[src/rtl/gba_drawer_vram_responder_pkg.sv]
// rtl/gba_drawer_vram_responder_pkg.sv - shared VRAM word geometry and responder state encoding
//
// Purpose: common definitions for the BG drawer VRAM responder.
//   VRAM_ADDR_W    : word address width (16-bit byte space / 4)
//   VRAM_DATA_W    : VRAM word width
//   resp_state_e   : responder FSM states (EMPTY, REQ, WAIT, HOLD)

package gba_drawer_vram_responder_pkg;

    localparam int VRAM_ADDR_W = 14;
    localparam int VRAM_DATA_W = 32;

    typedef enum logic [1:0] {
        ST_EMPTY = 2'd0,
        ST_REQ   = 2'd1,
        ST_WAIT  = 2'd2,
        ST_HOLD  = 2'd3
    } resp_state_e;

endpackage

[src/rtl/gba_drawer_vram_responder.sv]
// rtl/gba_drawer_vram_responder.sv - fetches the drawer's currently addressed VRAM word from the arbiter
//
// Purpose: the drawer holds a word address and polls VRAM_Drawer_valid; an address change is
// the request. One outstanding read to the VRAM arbiter at a time, tag/data held until the
// address moves, an invalidate pulse arrives, or (optionally) a CPU write hits the tag.
//
// Optional feature: define GBA_VRAM_RESP_SNOOP_EN to snoop CPU VRAM writes (cpu_we/cpu_waddr).
//
// Ports:
//   fclk, reset        : clock, synchronous active-high reset
//   VRAM_Drawer_addr   : word address from the drawer (may change any cycle)
//   VRAM_Drawer_data   : registered word fetched for the tag address
//   VRAM_Drawer_valid  : data corresponds to the current VRAM_Drawer_addr
//   invalidate         : one-cycle pulse, discard held word and refetch
//   mem_req/mem_addr   : arbiter read request (held until mem_gnt), address = tag
//   mem_gnt            : arbiter accepted the request this cycle
//   mem_rvalid/rdata   : read return, one per grant, in order
//   cpu_we/cpu_waddr   : CPU VRAM write snoop (used only with GBA_VRAM_RESP_SNOOP_EN)

module gba_drawer_vram_responder
    import gba_drawer_vram_responder_pkg::*;
#(
    parameter int ADDR_W = VRAM_ADDR_W,
    parameter int DATA_W = VRAM_DATA_W
) (
    input  logic              fclk,
    input  logic              reset,
    input  logic [ADDR_W-1:0] VRAM_Drawer_addr,
    output logic [DATA_W-1:0] VRAM_Drawer_data,
    output logic              VRAM_Drawer_valid,
    input  logic              invalidate,
    output logic              mem_req,
    output logic [ADDR_W-1:0] mem_addr,
    input  logic              mem_gnt,
    input  logic              mem_rvalid,
    input  logic [DATA_W-1:0] mem_rdata,
    input  logic              cpu_we,
    input  logic [ADDR_W-1:0] cpu_waddr
);

    resp_state_e       state_q;
    logic [ADDR_W-1:0] tag_q;
    logic [DATA_W-1:0] data_q;
    logic              valid_q;
    logic              stale_q;
    logic              mem_req_q;

    logic addr_match;
    logic snoop_hit;

    assign addr_match = (VRAM_Drawer_addr == tag_q);

`ifdef GBA_VRAM_RESP_SNOOP_EN
    assign snoop_hit = cpu_we & (cpu_waddr == tag_q);
`else
    logic unused_snoop;
    assign unused_snoop = ^{cpu_we, cpu_waddr};
    assign snoop_hit    = 1'b0;
`endif

    // Valid is qualified combinationally so it drops in the very cycle the drawer moves on.
    assign VRAM_Drawer_valid = valid_q & addr_match;
    assign VRAM_Drawer_data  = data_q;
    assign mem_req           = mem_req_q;
    assign mem_addr          = tag_q;

    always_ff @(posedge fclk) begin
        if (reset) begin
            state_q   <= ST_EMPTY;
            tag_q     <= '0;
            data_q    <= '0;
            valid_q   <= 1'b0;
            stale_q   <= 1'b0;
            mem_req_q <= 1'b0;
        end else begin
            case (state_q)
                ST_EMPTY: begin
                    tag_q     <= VRAM_Drawer_addr;
                    mem_req_q <= 1'b1;
                    state_q   <= ST_REQ;
                end

                ST_REQ: begin
                    if (mem_gnt) begin
                        // Tag freezes at acceptance; it is what the return belongs to.
                        mem_req_q <= 1'b0;
                        stale_q   <= 1'b0;
                        state_q   <= ST_WAIT;
                    end else begin
                        // Not accepted yet: follow the drawer so no stale fetch is issued.
                        tag_q <= VRAM_Drawer_addr;
                    end
                end

                ST_WAIT: begin
                    // Stale is sticky: an address that wanders off and back still refetches.
                    if (!addr_match || invalidate || snoop_hit) begin
                        stale_q <= 1'b1;
                    end
                    if (mem_rvalid) begin
                        data_q <= mem_rdata;
                        if (!stale_q && !invalidate && !snoop_hit && addr_match) begin
                            valid_q <= 1'b1;
                            state_q <= ST_HOLD;
                        end else begin
                            valid_q   <= 1'b0;
                            tag_q     <= VRAM_Drawer_addr;
                            mem_req_q <= 1'b1;
                            state_q   <= ST_REQ;
                        end
                    end
                end

                ST_HOLD: begin
                    if (!addr_match) begin
                        valid_q   <= 1'b0;
                        tag_q     <= VRAM_Drawer_addr;
                        mem_req_q <= 1'b1;
                        state_q   <= ST_REQ;
                    end else if (invalidate || snoop_hit) begin
                        valid_q   <= 1'b0;
                        mem_req_q <= 1'b1;
                        state_q   <= ST_REQ;
                    end
                end

                default: begin
                    valid_q   <= 1'b0;
                    mem_req_q <= 1'b0;
                    state_q   <= ST_EMPTY;
                end
            endcase
        end
    end

endmodule

[config.mk]
export PLATFORM = sky130hd
export DESIGN_NAME = gba_drawer_vram_responder
export DESIGN_NICKNAME = d
export VERILOG_FILES = /design/src/rtl/gba_drawer_vram_responder_pkg.sv /design/src/rtl/gba_drawer_vram_responder.sv
export SDC_FILE = /design/constraint.sdc
export NUM_CORES = 1
export LEC_CHECK = 0
export CAP_MARGIN = 0
export CELL_PAD_IN_SITES_DETAIL_PLACEMENT = 1
export CELL_PAD_IN_SITES_GLOBAL_PLACEMENT = 2
export CORE_MARGIN = 2
export CORE_UTILIZATION = 19
export DETAILED_ROUTE_END_ITERATION = 16
export PLACE_DENSITY = 0.84
export SLEW_MARGIN = 10
export SYNTH_ARGS = -nofsm -noshare
export SYNTH_HDL_FRONTEND = slang
export SYNTH_SLANG_ARGS = --single-unit
[constraint.sdc]
create_clock -name fclk -period 1.7 [get_ports fclk]
set_clock_uncertainty 0.1 [all_clocks]
set_input_delay 0.17 -clock fclk [delete_from_list [all_inputs] [get_ports fclk]]
set_output_delay 0.17 -clock fclk [all_outputs]
set_load 0.005 [all_outputs]
==> impl_metrics.ini <==
[synthesis]
synthCells = 273
ys_warn_count = 0
syn_nets = 342
yosysUniqueCellTypes = 27
yosysSeqAreaShare_pct = 44.5
syn_area_um2 = 2300
avgSynthCellArea_um2 = 8.41
synth_top_area_cell = dfxtp_1
synth_seq_cells = 51
synth_top_cell_area_share_pct = 44.5
yosys-top-cells-area = dfxtp_1, nand2_1, nand2b_1, a21oi_1, mux2i_1

[cts]
clk_path_buf_depth = 2
root_buffer = clkbuf_16
clk_pin_slew_ps = 70
cts_made_buffers = 5
cts_tree = done
insertion_delay_ps = 290
htree_num_levels = 2
cts_sinks = 51

[layout]
fin_nets = 471
fin_util_pct = 33.7
area_growth_pct = 74.6
drive_gt1_share_pct = 19.1
antennaDiodeCount = 0

[pwr]
p_comb_share_pct = 24.2
power_frac_seq_pct = 39.7
p_sw_share_pct = 25.4
irDropWorstVdd_mv = 0.355
intPower_mw = 2.49
clockPowerShare_pct = 36.1
p_per_area_nw_per_um2 = 831
switching_power_uw = 845
power.leakage_nw = 1.56

[setup_path]
critPathLaunchType = flip-flop
r2r-start = mem_addr[11]$_SDFFE_PP0P_
slowest_delay_ps = 330
timing.rr.end = state_q[1]$_SDFFE_PP0P_
cp_top_family = simple AND/OR/NAND/NOR gates
cp-end-kind = primary output
rrSetupSlack_ps = -140
crit_arrival_ps = 1610
path_buf_inv = 2
path_class = flip-flop to primary output
slowest_stage = dfxtp_2
reg2reg_depth = 8
cp_cell_sequence = xnor2_1 -> nand4_1 -> buf_4 -> nor4_4 -> and2_1 -> buf_2
crit_fanout = 2
cp_data_required_time_ps = 1430

[run]
max_cap_viol_count = 0

[detailed_routing]
routed_wirelength_um = 7640
drc = 0
vias = 2322
avgRoutedWirePerCell_um = 13.9
drt.antenna.violating_nets = 0
viasPerCell = 4.22
drtIter0Drc = 65
first_pass_iters = 4

[hold_path]
hold_depth = 2
hold_path.startpoint = reset
whs_endpoint = state_q[1]$_SDFFE_PP0P_
min_path_type = input port to flip-flop

[die]
coreArea_um2 = 11900
fp.dieArea_um2 = 13000
pin_count = 114
fp.dieH_um = 114
start_util_pct = 19.3
die_w_um = 114
rows = 40

[global_routing]
antenna_found_initial = 0
grt_max_degree = 65
gr-total-overflow = 0
first_global_vias = 2475
grt_pass1_wl_um = 12000
track_usage_pct = 11.8

[sta]
min_period_ps = 1880
drv_slew = 0
relSlewSlack_pct = 80.6
fin_ws_ps = -180
max_freq_mhz = 532
setup_tns_ps = -1280
period_share_pct = 111
tightest_slew_ps = 291
setup_viol = 20
rsz0062_at_grt = true
finalHoldViolations = 0

[placed_design]
post-dp-hpwl_um = 5470
portBuffers = 98
gp_congestion = 0.803

[status]
outcome = finished with violations
violations = setup timing
cells in the mapped netlist (all sizes together):
cell type / instances
inv: 3
dfxtp: 51
nand3: 1
a21oi: 38
nand4: 4
clkbuf: 15
nor4: 2
and2: 2
o31ai: 1
a21o: 2
ha: 3
o21a: 1
o311ai: 1
nand2b: 33
or4: 1
buf: 1
nor2: 4
nor4b: 1
mux2i: 15
a32oi: 1
nand3b: 3
o21ai: 3
xnor2: 14
o21bai: 1
nand2: 72
logic make-up (layout without fill, tap and decap cells):
kind of cell,count (synthesis),in the layout,share of synthesized area [%]
AND/OR/NAND/NOR,123,123,27.1
XOR/XNOR,14,14,5.34
AO/OA/AOI/OAI,48,48,11.5
multiplexers,15,15,6.54
adder cells (fa/ha/maj),3,3,1.64
flip-flops,51,51,44.5
buffers and inverters,19,149,3.43
stage by stage:
step | power (mW) | std cells | worst slack (ps) | hold WS (ps) | area, um^2
floorplan | 1.64 | 273 | 15.4 | 206 | 2300
global placement | 2.07 | 538 | -686 | 341 | 3670
detailed placement | 2.09 | 538 | -717 | 349 | 3670
CTS | 3.36 | 548 | -191 | 124 | 3910
global route | 3.52 | 550 | -301 | 140 | 4010
finish | 3.33 | 550 | -180 | 126 | 4010
metal layers:
metal	routed length (um)	track usage, %
met1	3220	13.2
met2	3910	20.8
met3	338	3.29
met4	167	5.28
met5	0	0
how the worst max path moves through the flow:
stage,startpoint,end,slack [ps],depth (start not counted)
after floorplan,mem_addr[6]$_SDFFE_PP0P_,state_q[1]$_SDFFE_PP0P_,20,5
after global placement,VRAM_Drawer_addr[8],VRAM_Drawer_valid,-690,7
final,mem_addr[11]$_SDFFE_PP0P_,VRAM_Drawer_valid,-180,6
after CTS,mem_addr[13]$_SDFFE_PP0P_,VRAM_Drawer_valid,-190,5
after detailed placement,VRAM_Drawer_addr[8],VRAM_Drawer_valid,-720,7
after global routing,mem_addr[8]$_SDFFE_PP0P_,VRAM_Drawer_valid,-300,6
power groups by stage:
stage / logic, mW / registers (mW) / clock network, mW
after floorplan: 0.297 / 1.35 / 0
after global placement: 0.730 / 1.34 / 0
after detailed placement: 0.750 / 1.34 / 0
after CTS: 0.776 / 1.32 / 1.26
after global routing: 0.871 / 1.33 / 1.31
final: 0.805 / 1.32 / 1.20
flip-flops by register name, summed over array words and instances (netlist names):
signal            flops
state_q               2
mem_addr             14
VRAM_Drawer_data     32
stale_q               1
valid_q               1
mem_req               1
layout make-up:
cell class	count	area, um^2
clock buffers	6	139
clock inverters	2	35.0
fillers	1415	7900
inverters	3	11.3
multi-input cells	203	1300
flip-flops and latches	51	1030
well taps	147	184
repair buffers	138	1310
placed cells by master, fill, tap and decap left out, types with 2 or more instances in the layout:
master / count
xnor2_1: 5
buf_4: 31
buf_6: 7
xnor2_2: 9
nor2_1: 4
nand3b_1: 3
clkbuf_16: 5
clkdlybuf4s50_1: 88
a21o_1: 2
and2_1: 2
nand4_1: 3
nand2_1: 71
dfxtp_2: 8
a21oi_2: 2
o21ai_0: 2
buf_2: 2
nand2b_1: 33
dlygate4sd2_1: 8
ha_1: 2
nor4_4: 2
buf_12: 2
dfxtp_1: 43
inv_1: 3
mux2i_1: 15
a21oi_1: 35
timing repair:
action                                  CTS  global route
gates cloned                              0             1
hold buffers                              0             0
pin swaps                                15            10
endpoints found under the setup margin   19            40
buffers inserted                          2             1
resized for setup                        31            19
No activity file was read; power rests on OpenSTA's default activity.
